**src/rtl/fetch_pkg.sv**
```systemverilog
// Shared types and constants for the instruction prefetch queue.
// Latency: n/a (declarations only).
// Backpressure: n/a.
//
// Contents:
//   NOP_INST    bubble instruction presented to ID when the queue is empty
//   fq_state_t  fetch FSM encoding (IDLE / WAIT / KILL)
//   fq_entry_t  one queue entry, {pc4, inst}
//   word_align  clears the low two address bits
package fetch_pkg;

  localparam logic [31:0] NOP_INST = 32'h0000_0000;
  localparam int          FQ_W     = 64;

  typedef enum logic [1:0] {
    FQ_IDLE = 2'd0,
    FQ_WAIT = 2'd1,
    FQ_KILL = 2'd2
  } fq_state_t;

  typedef struct packed {
    logic [31:0] pc4;
    logic [31:0] inst;
  } fq_entry_t;

  function automatic logic [31:0] word_align(input logic [31:0] a);
    return a & 32'hFFFF_FFFC;
  endfunction

endpackage

```
**src/rtl/fq_fifo.sv**
```systemverilog
// DEPTH x W circular buffer holding fetched {pc4, inst} entries.
// Latency: a pushed entry is visible at head_dat the cycle after the push.
// Backpressure: none internally; the caller never pushes when full unless it also pops.
//
// Ports:
//   clk, rst    clock, synchronous active-high reset
//   clr         synchronous flush (pointers and count to zero)
//   push        write push_dat at the tail
//   push_dat    entry to write
//   pop         advance the head
//   head_dat    entry at the head (combinational from storage)
//   count       occupied entries, 0..DEPTH
module fq_fifo #(
  parameter int DEPTH = 4,
  parameter int W     = 64
) (
  input  logic                   clk,
  input  logic                   rst,
  input  logic                   clr,
  input  logic                   push,
  input  logic [W-1:0]           push_dat,
  input  logic                   pop,
  output logic [W-1:0]           head_dat,
  output logic [$clog2(DEPTH):0] count
);

  localparam int AW = $clog2(DEPTH);
  localparam int CW = AW + 1;

  logic [W-1:0]  mem [DEPTH];
  logic [AW-1:0] rd_ptr;
  logic [AW-1:0] wr_ptr;

  // Pointers wrap naturally because DEPTH is a power of two; count alone
  // distinguishes full from empty when the pointers are equal.
  always_ff @(posedge clk) begin
    if (rst || clr) begin
      rd_ptr <= '0;
      wr_ptr <= '0;
      count  <= '0;
    end else begin
      if (push) begin
        wr_ptr <= wr_ptr + AW'(1);
      end
      if (pop) begin
        rd_ptr <= rd_ptr + AW'(1);
      end
      count <= count + CW'(push) - CW'(pop);
    end
  end

  // Storage needs no reset: the head is only observed while count != 0.
  always_ff @(posedge clk) begin
    if (push && !(rst || clr)) begin
      mem[wr_ptr] <= push_dat;
    end
  end

  assign head_dat = mem[rd_ptr];

endmodule

```
**src/rtl/fetch_queue.sv**
```systemverilog
// Instruction prefetch queue between instruction memory and ID; flushes on redirect.
// Latency: response enters the queue, out_valid the cycle after ack (same cycle with bypass).
// Backpressure: hold stalls pops; fetching stops when the queue would reach DEPTH.
//
// Ports:
//   clk, rst                 clock, synchronous active-high reset
//   redirect, redirect_pc    taken branch/jump: flush and refetch from redirect_pc & ~3
//   hold                     ID stall, no pop while high
//   imem_req/addr/ack/rdata  single-outstanding request/ack memory interface
//   out_valid/inst/pc4       queue head (NOP_INST / 0 when empty)
//   count                    occupied entries
//
// Optional feature: define FETCH_QUEUE_BYPASS_EN to forward a response straight
// to out_* in the ack cycle when the queue is empty.
import fetch_pkg::*;

module fetch_queue #(
  parameter int          DEPTH    = 4,
  parameter logic [31:0] RESET_PC = 32'd0
) (
  input  logic                   clk,
  input  logic                   rst,
  input  logic                   redirect,
  input  logic [31:0]            redirect_pc,
  input  logic                   hold,
  output logic                   imem_req,
  output logic [31:0]            imem_addr,
  input  logic                   imem_ack,
  input  logic [31:0]            imem_rdata,
  output logic                   out_valid,
  output logic [31:0]            out_inst,
  output logic [31:0]            out_pc4,
  output logic [$clog2(DEPTH):0] count
);

  localparam int CW = $clog2(DEPTH) + 1;

  fq_state_t     state_q;
  fq_state_t     state_nx;
  logic [31:0]   fetch_pc_q;   // next address to request
  logic [31:0]   fetch_pc_nx;
  logic [31:0]   addr_q;       // address of the request on the bus
  logic [31:0]   addr_nx;

  logic          ack_w;
  logic          push;
  logic          pop;
  logic          byp_vld;
  logic          fifo_vld;
  logic          fifo_push;
  logic          fifo_pop;
  logic          room;
  logic [CW-1:0] fifo_count;
  logic [CW-1:0] count_nx;
  logic [31:0]   target_pc;
  fq_entry_t     resp_ent;
  fq_entry_t     fifo_head;
  fq_entry_t     head_ent;

  // ------------------------------------------------------------------
  // Datapath
  // ------------------------------------------------------------------
  assign imem_req  = (state_q != FQ_IDLE);
  assign imem_addr = addr_q;

  // An ack outside an active request is meaningless and ignored.
  assign ack_w     = imem_ack & imem_req;
  assign push      = ack_w & (state_q == FQ_WAIT) & ~redirect;
  assign target_pc = word_align(redirect_pc);

  assign resp_ent.pc4  = addr_q + 32'd4;
  assign resp_ent.inst = imem_rdata;

  assign fifo_vld = (fifo_count != '0);

`ifdef FETCH_QUEUE_BYPASS_EN
  // Empty queue: present the response directly in the ack cycle.
  assign byp_vld = push & ~fifo_vld;
`else
  assign byp_vld = 1'b0;
`endif

  assign out_valid = fifo_vld | byp_vld;
  assign head_ent  = byp_vld ? resp_ent : fifo_head;
  assign out_inst  = out_valid ? head_ent.inst : NOP_INST;
  assign out_pc4   = out_valid ? head_ent.pc4  : 32'd0;

  // Redirect beats pop: the head stays put and is then flushed.
  assign pop = out_valid & ~hold & ~redirect;

  // A bypassed response consumed by ID this cycle never touches storage;
  // a bypassed response under hold is written normally.
  assign fifo_push = push & ~(byp_vld & ~hold);
  assign fifo_pop  = pop & fifo_vld;

  assign count_nx = fifo_count + CW'(fifo_push) - CW'(fifo_pop);
  assign room     = (count_nx < CW'(DEPTH));
  assign count    = fifo_count;

  fq_fifo #(
    .DEPTH (DEPTH),
    .W     (FQ_W)
  ) u_fifo (
    .clk      (clk),
    .rst      (rst),
    .clr      (redirect),
    .push     (fifo_push),
    .push_dat (resp_ent),
    .pop      (fifo_pop),
    .head_dat (fifo_head),
    .count    (fifo_count)
  );

  // ------------------------------------------------------------------
  // Fetch FSM
  // ------------------------------------------------------------------
  always_ff @(posedge clk) begin
    if (rst) begin
      state_q    <= FQ_IDLE;
      fetch_pc_q <= RESET_PC;
      addr_q     <= RESET_PC;
    end else begin
      state_q    <= state_nx;
      fetch_pc_q <= fetch_pc_nx;
      addr_q     <= addr_nx;
    end
  end

  always_comb begin
    state_nx    = state_q;
    fetch_pc_nx = fetch_pc_q;
    addr_nx     = addr_q;

    case (state_q)
      FQ_IDLE: begin
        if (redirect) begin
          // Queue is flushed; the new fetch goes out next cycle.
          fetch_pc_nx = target_pc;
        end else if (room) begin
          state_nx = FQ_WAIT;
          addr_nx  = fetch_pc_q;
        end
      end

      FQ_WAIT: begin
        if (redirect) begin
          fetch_pc_nx = target_pc;
          // If the response lands with the redirect it is simply dropped;
          // otherwise the outstanding request must be drained in KILL.
          state_nx = ack_w ? FQ_IDLE : FQ_KILL;
        end else if (ack_w) begin
          fetch_pc_nx = fetch_pc_q + 32'd4;
          if (room) begin
            addr_nx = fetch_pc_q + 32'd4;
          end else begin
            state_nx = FQ_IDLE;
          end
        end
      end

      FQ_KILL: begin
        // Request address stays put until the stale response arrives.
        if (redirect) begin
          fetch_pc_nx = target_pc;
        end
        // A stale ack ends the drain even if a newer redirect shows up with
        // it; staying in KILL would re-issue an already completed request.
        if (ack_w) begin
          state_nx = FQ_IDLE;
        end
      end

      default: begin
        state_nx = FQ_IDLE;
      end
    endcase
  end

endmodule

```
**config.mk**
```make
export PLATFORM = sky130hd
export DESIGN_NAME = fetch_queue
export DESIGN_NICKNAME = d
export VERILOG_FILES = /design/src/rtl/fetch_pkg.sv /design/src/rtl/fq_fifo.sv /design/src/rtl/fetch_queue.sv
export SDC_FILE = /design/constraint.sdc
export NUM_CORES = 1
export LEC_CHECK = 0
export ABC_AREA = 1
export BUFFER_PORTS_ARGS = -buffer_cell sky130_fd_sc_hd__buf_2
export CORE_MARGIN = 3
export CORE_UTILIZATION = 25
export DETAILED_ROUTE_END_ITERATION = 10
export PLACE_DENSITY = 0.48
export SYNTH_ARGS = -nofsm -noshare
export SYNTH_HDL_FRONTEND = slang
export SYNTH_HIERARCHICAL = 1
export SYNTH_SLANG_ARGS = --single-unit
```
**constraint.sdc**
```tcl
create_clock -name clk -period 5.4 [get_ports clk]
set_input_delay 0.27 -clock clk [delete_from_list [all_inputs] [get_ports clk]]
set_output_delay 0.27 -clock clk [all_outputs]
set_load 0.02 [all_outputs]
```
==> results of run 1 <==
worst max path at each step:
stage	startpoint	to	slack, ns	depth (start not counted)
2_1_floorplan	state_q[0]$_SDFFE_PP0P_	u_fifo/mem[0][0]$_DFFE_PP_	0.85	8
6_report	register	out_inst[24]	1.39	8
3_3_place_gp	register	out_inst[18]	1.89	8
5_1_grt	register	out_inst[13]	0.94	8
4_1_cts	register	out_inst[12]	1.25	8
3_5_place_dp	register	out_inst[12]	1.88	8
cells in the final DEF, fill, tap and decap left out, types with 6 or more instances in the layout:
master                          count
sky130_fd_sc_hd__clkbuf_16         38
sky130_fd_sc_hd__nand3b_1           6
sky130_fd_sc_hd__dfxtp_1           70
sky130_fd_sc_hd__o21ai_1          161
sky130_fd_sc_hd__nor2_2             7
sky130_fd_sc_hd__clkinv_1           8
sky130_fd_sc_hd__buf_4             10
sky130_fd_sc_hd__edfxtp_1         256
sky130_fd_sc_hd__nor2_1           383
sky130_fd_sc_hd__xnor2_1            6
sky130_fd_sc_hd__nor2_4             6
sky130_fd_sc_hd__bufinv_16          6
sky130_fd_sc_hd__nand3_1           56
sky130_fd_sc_hd__xor2_1            27
sky130_fd_sc_hd__nor3_1            14
sky130_fd_sc_hd__clkbuf_1           9
sky130_fd_sc_hd__o21ai_0           68
sky130_fd_sc_hd__conb_1            10
sky130_fd_sc_hd__ha_1              10
sky130_fd_sc_hd__a21oi_1           71
sky130_fd_sc_hd__nand2_1          285
sky130_fd_sc_hd__inv_1            152
sky130_fd_sc_hd__buf_2            165
sky130_fd_sc_hd__dlygate4sd3_1     47
power by group:
| group | switching (uW) | total [uW] | internal [uW] |
|---|---|---|---|
| Combinational | 439 | 647 | 209 |
| Clock | 1020 | 2620 | 1590 |
| Sequential | 107 | 2920 | 2820 |
| Total | 1570 | 6190 | 4620 |
per-layer routing:
metal	part of all wire (%)	global-route usage [%]	vias up
met5	0	0	-
met4	1.8	3.21	0
met3	4.8	2.53	54
met2	47	22.2	230
met1	46	17.3	5329
li1	-	-	5957
cells by family after synthesis:
family | share of synthesized area, %
AO/OA/AOI/OAI | 10.2
XOR/XNOR | 1.90
adder cells (fa/ha/maj) | 0.953
buffers and inverters | 6.59
flip-flops | 59.8
multiplexers | 0.0658
other | 0.0246
AND/OR/NAND/NOR | 20.4
repair_timing:
action | 4_1_cts | 5_1_grt
hold buffers | 47 | 0
setup endpoints to repair | 0 | 0
hold endpoints to repair | 143 | 0
resized for setup | 0 | 0
sequential cells by signal, summed over array words and instances, names as in the netlist, named ones only:
register / cells
state_q: 2
u_fifo/mem: 256
u_fifo/count: 3
imem_addr: 30
fetch_pc_q: 30
u_fifo/rd_ptr: 2
u_fifo/wr_ptr: 2
worst min-delay path, delay by kind of cell:
kind / cells / cell delay (ns)
and+or+nand+nor: 1 / 0.06
buffers and inverters: 1 / 0.11
AOI/OAI and AO/OA: 1 / 0.07
final cells by class:
class	count	area share, %
clock buffers	47	5.29
clock inverters	20	1.57
inverters	160	3.24
multi-input cells	1136	27.8
flip-flops and latches	327	49.0
well taps	773	5.20
repair buffers	227	7.91
metrics by stage:
| stage | std cells | hold slack [ns] | setup WS [ns] | util (%) | instance area (um^2) |
|---|---|---|---|---|---|
| 2_1_floorplan | 1702 | 0.339 | 0.849 | - | 15300 |
| 3_3_place_gp | 2576 | 0.474 | 1.89 | 28.3 | 16900 |
| 5_1_grt | 2690 | 0.0111 | 0.938 | 31.2 | 18600 |
| 3_5_place_dp | 2576 | 0.470 | 1.88 | 28.3 | 16900 |
| 4_1_cts | 2690 | 0.00241 | 1.25 | 31.2 | 18600 |
| 6_report | 2690 | 0.0169 | 1.39 | 31.2 | 18600 |
==> flow_metrics.env, run 1 <==
export IMPL_cell_count_after_synthesis=1693
export IMPL_clockRootBuffer="sky130_fd_sc_hd__clkbuf_16"
export IMPL_synth_largest_area_cell="sky130_fd_sc_hd__edfxtp_1"
export IMPL_worst_slew_margin_rel_pct=25.2
export IMPL_skew_ns=0.0182
export IMPL_drt_total_wl_mm=42.1
export IMPL_crit_type="register to output pin"
export IMPL_regToRegStartpoint="state_q[0]$_SDFFE_PP0P_"
export IMPL_core_area_um2=59600
export IMPL_worstSetupEndpointType="output pin"
export IMPL_ys_top_cells_by_area="sky130_fd_sc_hd__edfxtp_1, sky130_fd_sc_hd__nor2_1, sky130_fd_sc_hd__dfxtp_1"
export IMPL_clk_transition_reported_paths_ns=0.05
export IMPL_slowest_delay_ns=0.93
export IMPL_clock_tree_from_tritoncts="yes"
export IMPL_drt_antenna_violating_nets=0
export IMPL_fin_nets=1970
export IMPL_grt_setup_unrepaired="false"
export IMPL_power_leakage_uw=0.00738
export IMPL_multi_input_comb_area_um2=5180
export IMPL_startpoint_type="register"
export IMPL_clock_fmax_mhz=249
export IMPL_timing_critical_path_buf_inv=5
export IMPL_globalRoute_totalOverflow=0
export IMPL_outcome="finished clean"
export IMPL_ff_to_ff_end="imem_addr[9]$_SDFFE_PP0P_"
export IMPL_core_rowCount=89
export IMPL_syn_cell_area_um2=15200
export IMPL_synth_yosys_seq_area_share_pct=59.8
export IMPL_worst_path_most_repeated_cell="sky130_fd_sc_hd__buf_4"
export IMPL_synth_distinct_cells=38
export IMPL_timing_hold_worst_path_depth=3
export IMPL_dieWidth_um=253
export IMPL_cts_repair_timing_setup_buffer_count=0
export IMPL_reg2reg_slack_ns=2.19
export IMPL_final_setup_tns_ns=0
export IMPL_ctsLongestPathBuffers=3
export IMPL_netlist_top_cells_count="sky130_fd_sc_hd__nor2_1, sky130_fd_sc_hd__nand2_1, sky130_fd_sc_hd__edfxtp_1"
export IMPL_setup_viol_count_final=0
export IMPL_timing_hold_worst_start="redirect_pc[2]"
export IMPL_timing_critical_path_required_ns=5.13
export IMPL_num_antenna_cells=0
export IMPL_cap_violations=0
export IMPL_start_util_pct=25.6
export IMPL_number_of_cells_on_the_worst_reg_to_reg_path=17
export IMPL_power_density_nw_per_um2=332
export IMPL_boundaryPins=170
export IMPL_io_buffers=165
export IMPL_timing_worst_slew_pin_value_ns=1.12
export IMPL_antenna_found_initial=0
export IMPL_synth_flop_cell="sky130_fd_sc_hd__edfxtp_1"
export IMPL_fin_crit_ns=4.01
export IMPL_clock_latency_ns=0.56
export IMPL_min_path_type="input pin to register"
export IMPL_vias=11570
export IMPL_detailedRoute_firstPassIterationCount=5
export IMPL_global_route_wire_length_before_repair_mm=65.3
export IMPL_final_layout_size_suffix_gt1_share_pct=13.8
export IMPL_grt_start_max_net_pins=80
export IMPL_synth_area_per_cell_um2=8.99
export IMPL_dieHeight_um=253
export IMPL_post_layout_total_power_uw=6190
export IMPL_ys_seq_elements=327
export IMPL_drt_first_iter_violations=737
export IMPL_ys_async_sr_fraction_pct=0
export IMPL_die_footprint_um2=63900
export IMPL_seq_area_um2=9110
export IMPL_timing_hold_violations_final=0
export IMPL_cp_top_family="buffers and inverters"
export IMPL_via_per_inst=4.30
export IMPL_critical_path_max_fanout=60
export IMPL_gp_congestion=0.835
export IMPL_hold_path_end="fetch_pc_q[2]$_SDFFE_PP0P_"
export IMPL_final_clock_period_utilization_by_the_worst_path_pct=74.3
export IMPL_critPathArrivalTime_ns=3.74
export IMPL_vdd_ir_drop_max_v=0.000166
export IMPL_number_of_global_route_vias_before_repair=11373
export IMPL_area_growth_pct=22.3
export IMPL_timing_critical_path_slowest_stage_cell="sky130_fd_sc_hd__clkinv_2"
export IMPL_timing_max_transition_violations_final=0
export IMPL_ys_warnings_count=6
export IMPL_final_routed_drc_violation_total=0
export IMPL_count_of_fill_cells_added_during_filler_insertion=6283
export IMPL_synth_top_cell_area_share_pct=50.5
export IMPL_hpwlAfterDp_mm=27.5
export IMPL_wl_per_cell_um=15.7
export IMPL_ctsHtreeMaxLevel=2
export IMPL_most_frequently_used_cell_type_in_the_post_synthesis_netlist="sky130_fd_sc_hd__nor2_1"
export IMPL_crit_path_cell_trace="clkinv_2, buf_4, buf_4, o21ai_0, o21ai_1, inv_1, nor2_1, buf_2"
export IMPL_synth_edf_count=256
export IMPL_grt_usage_pct=13.1
export IMPL_cts_sinks=327
export IMPL_tritoncts_num_buffers=38
Note: power is estimated with default switching activity, not from simulation.
==> run 2: changes to the inputs <==
clock period = 4 ns   (was 5.4 ns; I/O delays follow)
==> flow_metrics.env, run 2 (same netlist as run 1, synthesis figures left out) <==
export IMPL_outcome="finished clean"
export IMPL_tritoncts_num_buffers=38
export IMPL_dieWidth_um=253
export IMPL_clock_latency_ns=0.56
export IMPL_ctsLongestPathBuffers=3
export IMPL_globalRoute_totalOverflow=0
export IMPL_timing_critical_path_required_ns=3.80
export IMPL_critPathArrivalTime_ns=2.90
export IMPL_dieHeight_um=253
export IMPL_drt_total_wl_mm=41.8
export IMPL_number_of_global_route_vias_before_repair=11143
export IMPL_area_growth_pct=23.3
export IMPL_final_clock_period_utilization_by_the_worst_path_pct=77.4
export IMPL_fin_nets=1986
export IMPL_drt_first_iter_violations=627
export IMPL_skew_ns=0.0144
export IMPL_post_place_cells=2575
export IMPL_gp_congestion=0.845
export IMPL_timing_hold_violations_final=0
export IMPL_io_buffers=165
export IMPL_clockRootBuffer="sky130_fd_sc_hd__clkbuf_16"
export IMPL_most_frequent_standard_cell_in_the_layout_excluding_fill_and_tap_cells="sky130_fd_sc_hd__nor2_1"
export IMPL_registers_top_by_ff_count="u_fifo/mem"
export IMPL_core_area_um2=59600
export IMPL_wl_per_cell_um=15.4
export IMPL_holdBufCountCts=64
export IMPL_layout_cells_most_common_list="sky130_fd_sc_hd__nor2_1, sky130_fd_sc_hd__nand2_1, sky130_fd_sc_hd__edfxtp_1"
export IMPL_slowest_delay_ns=0.72
export IMPL_post_cts_resized_instances=0
export IMPL_clock_fmax_mhz=323
export IMPL_final_layout_size_suffix_gt1_share_pct=13.8
export IMPL_drt_antenna_violating_nets=0
export IMPL_min_path_type="input pin to register"
export IMPL_grt_setup_unrepaired="false"
export IMPL_cts_repair_timing_setup_buffer_count=0
export IMPL_final_routed_drc_violation_total=0
export IMPL_grt_most_used_layer="met2"
export IMPL_start_util_pct=25.6
export IMPL_grt_start_max_net_pins=99
export IMPL_detailedRoute_firstPassIterationCount=5
export IMPL_crit_path_cell_trace="clkinv_2, buf_12, o21ai_0, o21ai_1, inv_1, nor2_1, buf_2"
export IMPL_fin_crit_ns=3.10
export IMPL_hpwlAfterDp_mm=26.7
export IMPL_grt_met1_usage_pct=17.3
export IMPL_globalRouteMet3Util_pct=2.87
export IMPL_antenna_found_initial=1
export IMPL_clock_tree_from_tritoncts="yes"
export IMPL_critical_path_max_fanout=98
export IMPL_final_cell_count_no_fill=2707
export IMPL_cap_violations=0
export IMPL_setup_viol_count_final=0
export IMPL_power_density_nw_per_um2=442
export IMPL_timing_max_transition_violations_final=0
export IMPL_power_leakage_uw=0.00745
export IMPL_grtUsageMet2_pct=21.5
export IMPL_count_of_fill_cells_added_during_filler_insertion=6232
export IMPL_worstSetupEndpointType="output pin"
export IMPL_ctsHtreeMaxLevel=2
export IMPL_num_antenna_cells=0
export IMPL_hold_slack_final_ns=0.0842
export IMPL_vias=11665
export IMPL_boundaryPins=170
export IMPL_die_footprint_um2=63900
export IMPL_vdd_ir_drop_max_v=0.000236
export IMPL_via_per_inst=4.31
export IMPL_startpoint_type="register"
export IMPL_timing_critical_path_slowest_stage_cell="sky130_fd_sc_hd__dfxtp_4"
export IMPL_worst_slew_margin_rel_pct=35.0
export IMPL_clk_transition_reported_paths_ns=0.05
export IMPL_timing_worst_slew_pin_value_ns=0.973
export IMPL_largest_reg_flops=256
export IMPL_grt_usage_pct=12.9
export IMPL_crit_type="register to output pin"
export IMPL_global_route_wire_length_before_repair_mm=64.1
export IMPL_cts_sinks=327
export IMPL_core_rowCount=89
[run 2: final cells by class]
cell class / instances / area [um^2] / area share (%)
Sequential cell: 327 / 9110 / 48.6
Multi-Input combinational cell: 1136 / 5180 / 27.6
Timing Repair Buffer: 243 / 1650 / 8.78
Clock buffer: 50 / 1040 / 5.54
Tap cell: 773 / 967 / 5.16
Inverter: 160 / 603 / 3.21
Clock inverter: 18 / 211 / 1.13
[run 2: worst max-delay path: cells and delay by family, from the launching register on]
family          cells  cell delay (ns)
compound gates      2             0.29
buf+inv             4             1.21
simple gates        1             0.05
flops               1             0.72
[run 2: metal layers]
layer  part of all wire, %  wire, um  up-vias
met5                     0         0        -
met4                   1.6       662        0
met3                   5.7      2370       43
met2                    47     19600      256
met1                    46     19200     5364
li1                      -         -     6002
[run 2: final timing paths]
kind | from | to | slack, ns | cells after the start
min reg2reg | u_fifo/rd_ptr[1]$_SDFFE_PP0P_ | u_fifo/rd_ptr[1]$_SDFFE_PP0P_ | 0.51 | 2
min | imem_ack | u_fifo/wr_ptr[1]$_SDFFE_PP0P_ | 0.08 | 5
max reg2reg | state_q[0]$_SDFFE_PP0P_ | imem_addr[7]$_SDFFE_PP0P_ | 1.25 | 17
max | register | out_inst[19] | 0.90 | 7
[run 2: power breakdown]
| part | internal, uW | total, uW | switching [uW] |
|---|---|---|---|
| clock network | 2050 | 3460 | 1410 |
| logic | 294 | 892 | 597 |
| registers | 3800 | 3940 | 141 |
| total | 6150 | 8290 | 2150 |
[run 2: through the flow]
| step | worst slack [ns] | total power (uW) | cell area (um^2) | utilization (%) | TNS [ns] |
|---|---|---|---|---|---|
| global placement | 1.21 | 4860 | 16900 | 28.3 | 0 |
| floorplan | -0.551 | 4540 | 15300 | - | -140.93 |
| CTS | 0.777 | 8440 | 18800 | 31.5 | 0 |
| global route | 0.564 | 8710 | 18800 | 31.5 | 0 |
| finish | 0.904 | 8290 | 18800 | 31.5 | 0 |
| detailed placement | 1.22 | 4870 | 16900 | 28.3 | 0 |
